==> config.mk <==
export PLATFORM = sky130hd
export DESIGN_NAME = multi_osc_ctrl
export DESIGN_NICKNAME = d
export VERILOG_FILES = /design/src/rtl/multi_osc_ctrl.sv
export SDC_FILE = /design/constraint.sdc
export NUM_CORES = 1
export LEC_CHECK = 0
export CORE_ASPECT_RATIO = 0.6
export CORE_UTILIZATION = 35
export DETAILED_ROUTE_END_ITERATION = 8
export PLACE_DENSITY = 0.54
export SLEW_MARGIN = 30
export SYNTH_ARGS = -nofsm -noshare
export SYNTH_HDL_FRONTEND = slang
export SYNTH_SLANG_ARGS = --single-unit
==> constraint.sdc <==
create_clock -name clk -period 6.3 [get_ports clk]
set_input_delay 1.575 -clock clk [delete_from_list [all_inputs] [get_ports clk]]
set_output_delay 1.575 -clock clk [all_outputs]
set_load 0.01 [all_outputs]
==> src/rtl/multi_osc_ctrl.sv <==
// multi_osc_ctrl: variable-step time base for NUM_OSC emulated oscillators.
// Each step advances emulated time to the nearest pending oscillator edge,
// toggles every channel whose edge lands there, and counts rising edges
// until all channels have produced N_CYCLES of them.
module multi_osc_ctrl #(
  parameter int NUM_OSC   = 2,
  parameter int DT_WIDTH  = 32,
  parameter int CNT_WIDTH = 16,
  parameter int N_CYCLES  = 10,
  localparam int CHW      = (NUM_OSC > 1) ? $clog2(NUM_OSC) : 1
) (
  input  logic                           clk,
  input  logic                           rst_n,
  input  logic                           cfg_valid,
  output logic                           cfg_ready,
  input  logic [CHW-1:0]                 cfg_chan,
  input  logic                           cfg_sel,
  input  logic [DT_WIDTH-1:0]            cfg_data,
  input  logic                           run,
  output logic [DT_WIDTH-1:0]            dt_out,
  output logic                           dt_valid,
  output logic [63:0]                    t_emu,
  output logic [NUM_OSC-1:0]             osc_clk,
  output logic [NUM_OSC*CNT_WIDTH-1:0]   cycle_cnt,
  output logic [NUM_OSC-1:0]             done,
  output logic                           all_done
);

  typedef enum logic [1:0] {S_IDLE, S_LOAD, S_RUN, S_DONE} state_t;

  localparam logic [CNT_WIDTH-1:0] NCYC = CNT_WIDTH'(N_CYCLES);

  state_t                state_q;
  logic                  cfg_ready_q;
  logic                  dt_valid_q;
  logic                  all_done_q;
  logic [DT_WIDTH-1:0]   dt_q;
  logic [63:0]           t_emu_q;
  logic [DT_WIDTH-1:0]   t_lo_q  [NUM_OSC];
  logic [DT_WIDTH-1:0]   t_hi_q  [NUM_OSC];
  logic [DT_WIDTH-1:0]   rem_q   [NUM_OSC];
  logic [CNT_WIDTH-1:0]  cnt_q   [NUM_OSC];
  logic [NUM_OSC-1:0]    phase_q;
  logic [NUM_OSC-1:0]    done_q;

  logic [DT_WIDTH-1:0]   dt_d;
  logic [DT_WIDTH-1:0]   rem_d   [NUM_OSC];
  logic [CNT_WIDTH-1:0]  cnt_d   [NUM_OSC];
  logic [NUM_OSC-1:0]    phase_d;
  logic [NUM_OSC-1:0]    done_d;

  // A zero half-period would stall the time base, so it is promoted to 1.
  function automatic logic [DT_WIDTH-1:0] nz_period(input logic [DT_WIDTH-1:0] v);
    return (v == '0) ? DT_WIDTH'(1) : v;
  endfunction

  // Rising-edge counters stick at all-ones instead of wrapping.
  function automatic logic [CNT_WIDTH-1:0] sat_inc(input logic [CNT_WIDTH-1:0] c);
    return (&c) ? c : c + 1'b1;
  endfunction

  // Step size: time remaining until the earliest pending edge
  always_comb begin
    dt_d = rem_q[0];
    for (int i = 1; i < NUM_OSC; i++) begin
      if (rem_q[i] < dt_d) dt_d = rem_q[i];
    end
  end

  // Per-channel next state for one step; all channels hitting dt toggle together
  always_comb begin
    phase_d = phase_q;
    done_d  = done_q;
    for (int i = 0; i < NUM_OSC; i++) begin
      rem_d[i] = rem_q[i] - dt_d;
      cnt_d[i] = cnt_q[i];
      if (rem_q[i] == dt_d) begin
        phase_d[i] = ~phase_q[i];
        if (phase_q[i]) begin
          rem_d[i] = t_lo_q[i];
        end else begin
          rem_d[i] = t_hi_q[i];
          cnt_d[i] = sat_inc(cnt_q[i]);
          if (sat_inc(cnt_q[i]) == NCYC) done_d[i] = 1'b1;
        end
      end
    end
  end

  // Control FSM plus all registered state and outputs
  always_ff @(posedge clk or negedge rst_n) begin
    if (!rst_n) begin
      state_q     <= S_IDLE;
      cfg_ready_q <= 1'b1;
      dt_q        <= '0;
      dt_valid_q  <= 1'b0;
      t_emu_q     <= '0;
      phase_q     <= '0;
      done_q      <= '0;
      all_done_q  <= 1'b0;
      for (int i = 0; i < NUM_OSC; i++) begin
        t_lo_q[i] <= DT_WIDTH'(1);
        t_hi_q[i] <= DT_WIDTH'(1);
        rem_q[i]  <= DT_WIDTH'(1);
        cnt_q[i]  <= '0;
      end
    end else begin
      dt_valid_q <= 1'b0;
      // cfg_ready_q is high exactly in IDLE and DONE; out-of-range channels match nothing
      if (cfg_valid && cfg_ready_q) begin
        for (int i = 0; i < NUM_OSC; i++) begin
          if (cfg_chan == CHW'(i)) begin
            if (cfg_sel) t_hi_q[i] <= nz_period(cfg_data);
            else         t_lo_q[i] <= nz_period(cfg_data);
          end
        end
      end
      case (state_q)
        S_IDLE: begin
          if (run) begin
            state_q     <= S_LOAD;
            cfg_ready_q <= 1'b0;
          end
        end
        S_LOAD: begin
          for (int i = 0; i < NUM_OSC; i++) begin
            rem_q[i] <= t_lo_q[i];
            cnt_q[i] <= '0;
          end
          phase_q    <= '0;
          done_q     <= '0;
          all_done_q <= 1'b0;
          t_emu_q    <= '0;
          state_q    <= S_RUN;
        end
        S_RUN: begin
          if (run) begin
            for (int i = 0; i < NUM_OSC; i++) begin
              rem_q[i] <= rem_d[i];
              cnt_q[i] <= cnt_d[i];
            end
            phase_q    <= phase_d;
            done_q     <= done_d;
            all_done_q <= &done_d;
            dt_q       <= dt_d;
            dt_valid_q <= 1'b1;
            t_emu_q    <= t_emu_q + 64'(dt_d);
            if (&done_d) begin
              state_q     <= S_DONE;
              cfg_ready_q <= 1'b1;
            end
          end
        end
        S_DONE: begin
          if (!run) state_q <= S_IDLE;
        end
        default: begin
          state_q     <= S_IDLE;
          cfg_ready_q <= 1'b1;
        end
      endcase
    end
  end

  // Flatten per-channel counters onto the packed output bus
  always_comb begin
    cycle_cnt = '0;
    for (int i = 0; i < NUM_OSC; i++) begin
      cycle_cnt[i*CNT_WIDTH +: CNT_WIDTH] = cnt_q[i];
    end
  end

  assign cfg_ready = cfg_ready_q;
  assign dt_out    = dt_q;
  assign dt_valid  = dt_valid_q;
  assign t_emu     = t_emu_q;
  assign osc_clk   = phase_q;
  assign done      = done_q;
  assign all_done  = all_done_q;

endmodule
### Word level (Yosys, flattened, before mapping)

Index checks and enable logic that the tools add are counted.

| operators by class | value |
|---|---|
| $add $sub $neg | 5 |
| magnitude comparators | 1 |
| equal/unequal tests | 15 |
| mux-type cells | 43 |
| bitwise logic cells | 4 |
| reduce and logical (&&, ||, !) cells | 20 |

Operators by type and width:

| kind | number |
|---|---|
| $pmux 64 s2 | 2 |
| $mux 32 | 7 |
| $mux 64 | 2 |
| $mux 16 | 6 |
| $add 64x32->64 | 1 |
| $eq 32x32->1 | 2 |
| $pmux 32 s2 | 1 |
| $sub 32x32->32 | 2 |
| $add 16x1->16 const B | 2 |
| $eq 16x4->1 const B | 2 |
| $logic_not 32->1 | 1 |
| $lt 32x32->1 | 1 |
| $reduce_and 16->1 | 2 |
| $reduce_and 3->1 | 6 |
| $ne 2x2->1 const B | 8 |
| $reduce_and 4->1 | 4 |
| $mux 1 | 14 |
| $mux 2 | 6 |
| $pmux 2 s2 | 2 |
| $pmux 2 s4 | 1 |
| $reduce_and 2->1 | 3 |
| $eq 2x2->1 const B | 2 |
| $not 1->1 | 4 |
| $pmux 1 s2 | 2 |
| 4 further kinds | 5 |

| storage, ports and cells | value |
|---|---|
| register bits | 329 |
| input bits | 38 |
| output and inout port bits | 135 |
| word-level logic and storage cells | 105 |

### Longest topological paths before layout

| logic depth | value |
|---|---|
| depth after elaboration | 10 |
| depth in mapped cells | 23 |
| depth with buffers taken out | 21 |

### Worst setup path before layout

OpenSTA, ideal clock, no wires.

| path | value |
|---|---|
| path type | register -> register |
| start | reg rem_q[43] (netlist bit) |
| end | reg rem_q[62] (netlist bit) |
| arrival time | 5.051 ns |
| data required time | 6.223 ns |
| path slack | 1.172 ns |
| stages on the path, launching flop included | 23 |
| buffers on the path | 1 |
| clock period less this slack | 5.128 ns |
| cell sequence | dfrtp_1 inv_1 ha_1 and4_1 nand2_1 a211o_1 a31oi_2 o21bai_1 nand2_1 buf_2 mux2i_1 ha_1 inv_1 fa_1 a21o_1 a21o_1 a2111oi_0 o21ai_1 a31oi_1 o211ai_1 nor3b_1 or3_1 a21oi_1 |

| on the way | value |
|---|---|
| cells in the longest elaborated chain, start to end | 6 |
| elaborated cells on any way between the ends | 7 |
| classes of those cells | 1 x add/sub; 1 x order compare; 1 x eq/ne; 4 x mux |

RTL lines:

| what | RTL line | RTL |
|---|---|---|
| start, declared | 41 | `logic [DT_WIDTH-1:0] rem_q [NUM_OSC];` |
| start signal, assigned by index | 127 | `rem_q[i] <= t_lo_q[i];` |
| start signal, assigned by index | 139 | `rem_q[i] <= rem_d[i];` |
| $lt 32x32->1 (*) | 66 | `if (rem_q[i] < dt_d) dt_d = rem_q[i];` |
| $mux 32 (*) | 66 |  |
| via dt_d[0] | 46 | `logic [DT_WIDTH-1:0] dt_d;` |
| $sub 32x32->32 / $eq 32x32->1 (equally long branches) | 75, 77 |  |
| $mux 32 (*) | 77 | `if (rem_q[i] == dt_d) begin` |
| $mux 64 (*) | 137 | `if (run) begin` |
| $pmux 64 s2 (*) | 118 | `case (state_q)` |

The timed path passes the listed nets; every way through them passes the cells marked *. The select of a mux whose other input is x is not followed.
A chain may end at the register's enable or synchronous reset.

### Final worst setup path

| path | value |
|---|---|
| start | reg rem_q[37] (netlist bit) |
| end | reg rem_q[31] (netlist bit) |

| on the way | value |
|---|---|
| cells in the longest elaborated chain, start to end | 6 |
| elaborated cells on any way between the ends | 7 |
| classes of those cells | 1 x add/sub; 1 x order compare; 1 x eq/ne; 4 x mux |

RTL lines:

| what | RTL line |
|---|---|
| $lt 32x32->1 | 66 |
| $mux 32 (*) | 66 |
| $sub 32x32->32 / $eq 32x32->1 (equally long branches) | 75, 77 |
| $mux 32 (*) | 77 |
| $mux 64 (*) | 137 |
| $pmux 64 s2 (*) | 118 |

Every way passes the cells marked *; elsewhere a longest branch is shown, timed or not. The select of a mux whose other input is x is not followed.

==> metrics.txt <==
worst clock skew roughly 0.011 ns; post-route cell area 0.0260 mm²; synth unique cells 81; Avg Cell Area, Syn between 9 and 10 µm²; overall power 15.6 mW; Power Dens Cells 600 mW/mm²; n_diodes 0; cells after synthesis 2,307; Total GRT Usage 0.246; top cell family by delay on the critical path compound AO/OA/AOI/OAI gates; Clk pin slew, worst setup/hold paths approximately 0.07 ns; Comb power frac 0.662; Worst Tran Pin Value 0.981 ns; DRC violations left 0; run status complete, no violations; Die Span X 321 µm; mux cell area share after synthesis 0.108; Post-Syn Area approximately 0.021 mm²; share of cells above drive strength 1 0.135; VDD IR-drop max approximately 260 µV; Max Slew Vio Count 0; Finish-stage setup viols 0; YS warnings 0; Top FF cell, synth dfrtp_1; crit path capture type flip-flop; routed len/inst 23.1 µm; TritonCTS Sinks between 300 and 400; Iter 0 DRT Violations 1,946; Synth Area in XOR/XNOR 0.0385; Die Height roughly 190 µm; EDFF count, synth 0; sequential cell area fraction in the yosys report 0.385; final core occ 0.434; number of port buffers 172; maxcap violations 0; Root Buffer clkbuf_16; CTS tree yes; Period Utilization, post-route 0.960; clock tree buffer depth 3; Critical path buffers and inverters 4; post-layout minimum cycle time between 6 and 7 ns; post-synthesis async set-or-reset flop share 1.00; CP max FO 7; post-placement cell area 0.0246 mm²; initial antenna violation count 1; critical path class reg -> reg; main combinational cell family by area after synthesis compound AO/OA/AOI/OAI gates; Arrival @ worst endpoint 6.46 ns; WP data required 6.71 ns; Synth Area in Adders 0.0840; Via density 5.78; total wire length about 77,000 µm; initial core utilization 0.358; Post-Syn Nets 2,487; Boundary Pins 173; Final Hold Fails 0; Int Pwr 7.88 mW; CTS buffer count 37; Final ANT Viol Nets 0; total negative slack 0 ns; largest net degree at the start of global routing ~120; Leakage 11.7 nW; Clk network pwr share 0.153; first-pass GRT wire length 117,000 µm; Finished Layout Cells 3,357; pre-CTS setup slack about 0.23 ns; simple-gate portion of the synthesized area 0.150; Reg power frac 0.184; total vias in the final route approximately 19,000; Die ar. 0.0622 mm²; Slowest-stage cell, CP dfrtp_1; CP dominant cell by count buf_4; first-pass iteration count of the detailed router 6; NetSw 7.70 mW; dpl cells 3,288; Synth Area in Compound Gates 0.196; crit-path cells inv_1 -> ha_1 -> and4_1 -> nand2_1 -> a211o_1 -> a31oi_2 -> o21bai_1 -> nand2_2 -> mux2i_1 -> buf_4 -> buf_4 -> ha_1 -> nor2_1 -> a21oi_1 -> o41ai_1 -> buf_4 -> or3_1 -> a31oi_1 -> nor2_1 -> o211ai_1 -> mux2_2 -> a2bb2oi_1; worst-skew pair later-pin latency 0.55 ns; vias in the first global route roughly 18,000; Switching Share 0.494; std cell rows 69; GRT overflow 0; post-synthesis register bit count 329; crit path launch type flip-flop; core area approximately 0.060 mm²; area grow syn2layout 21.3%; H-tree depth 2; NumNets Final approximately 2,700; Max Clock Freq about 0.17 GHz; slowest cell delay on critical path 0.48 ns; relative slew slack 0.346; Tightest Hold Check Type reg -> reg; final worst slack 0.251 ns; Hold WS 0.475 ns; DP HPWL between 50,000 and 60,000 µm; Final Wtd Congestion 0.973
[layout make-up]
type | instances | area [µm²]
Fill cell | 5806 | 33900
Multi-Input combinational cell | 1766 | 12400
Sequential cell | 329 | 8240
Timing Repair Buffer | 271 | 2540
Clock buffer | 50 | 1110
Tap cell | 816 | 1020
Inverter | 107 | 402
Clock inverter | 18 | 216
[worst paths after layout]
path	endpoint	cells after the start	slack, ns	startpoint
min	dt_out[23]	2	0.47	dt_out[23]
min reg2reg	dt_out[23]	2	0.47	dt_out[23]
max in group asynchronous	osc_clk[1]	2	4.40	rst_n
max	rem_q[31]	22	0.25	rem_q[37]
max reg2reg	rem_q[31]	22	0.25	rem_q[37]
min in group asynchronous	t_emu[8]	1	0.89	rst_n
[state kept, by name (all words and copies together) (netlist names)]
signal     cells
rem_q         64
t_emu         64
t_hi_q        64
t_lo_q        64
cycle_cnt     32
dt_out        32
done           2
osc_clk        2
state_q        2
all_done       1
cfg_ready      1
dt_valid       1
[cell families after synthesis]
logic type / after synthesis
compound gates: 662
xor+xnor: 94
fa+ha+maj: 142
buf+inv: 212
flops: 329
mux: 214
simple gates: 654
[cell usage in the layout (no fill, tap or decap), types with 18 or more instances in the layout]
master and instances:
a21o_1 57, o21ai_0 193, xnor2_1 57, ha_1 139
mux2_2 132, nand4_1 34, a22oi_1 47, o31ai_1 18
clkbuf_16 39, a31oi_1 22, o211ai_1 24, clkdlybuf4s50_1 171
inv_1 106, dfrtp_1 321, nand3_1 62, xor2_1 37
nor2_1 133, nor3_1 46, nor4_1 25, mux2i_1 78
or3_1 24, nand2_1 199, buf_4 93, a21oi_1 163
and3_1 26
[metal layers]
layer	GRT usage	vias to the layer above	share of wire
met5	0	-	0
met4	0.0293	0	0.0086
met3	0.0679	64	0.10
met2	0.305	822	0.36
met1	0.412	9558	0.52
li1	-	8948	-
[synthesized netlist by cell type (62+ instances only)]
library cell	n	area (µm²)
nand2_1	201	754
nor2_1	134	503
dfrtp_1	322	8060
inv_1	106	398
mux2_2	132	1490
clkbuf_1	77	289
o21ai_0	194	971
mux2i_1	82	821
nand3_1	62	310
ha_1	139	1740
a21oi_1	163	816
[tightest hold or removal path, delay by kind of cell (launching register included)]
kind / cells / cell delay [ns]
AO/OA/AOI/OAI: 1 / 0.06
flip-flops: 1 / 0.33
AND/OR/NAND/NOR: 1 / 0.05
[timing repair]
item,4_1_cts,5_1_grt
resized for setup,0,7
hold buffers,0,0
setup buffers,0,0
setup endpoints to repair,0,22
[power groups by stage]
stage                     registers (mW)  logic, mW  clock network [mW]
after floorplan                     2.82       6.26                   0
after global placement              2.88       9.83                   0
after detailed placement            2.89       9.92                   0
after CTS                           2.85       9.99                2.43
after global routing                2.90       11.1                2.51
final                               2.87       10.3                2.39
(Power assumes the default switching activity.)
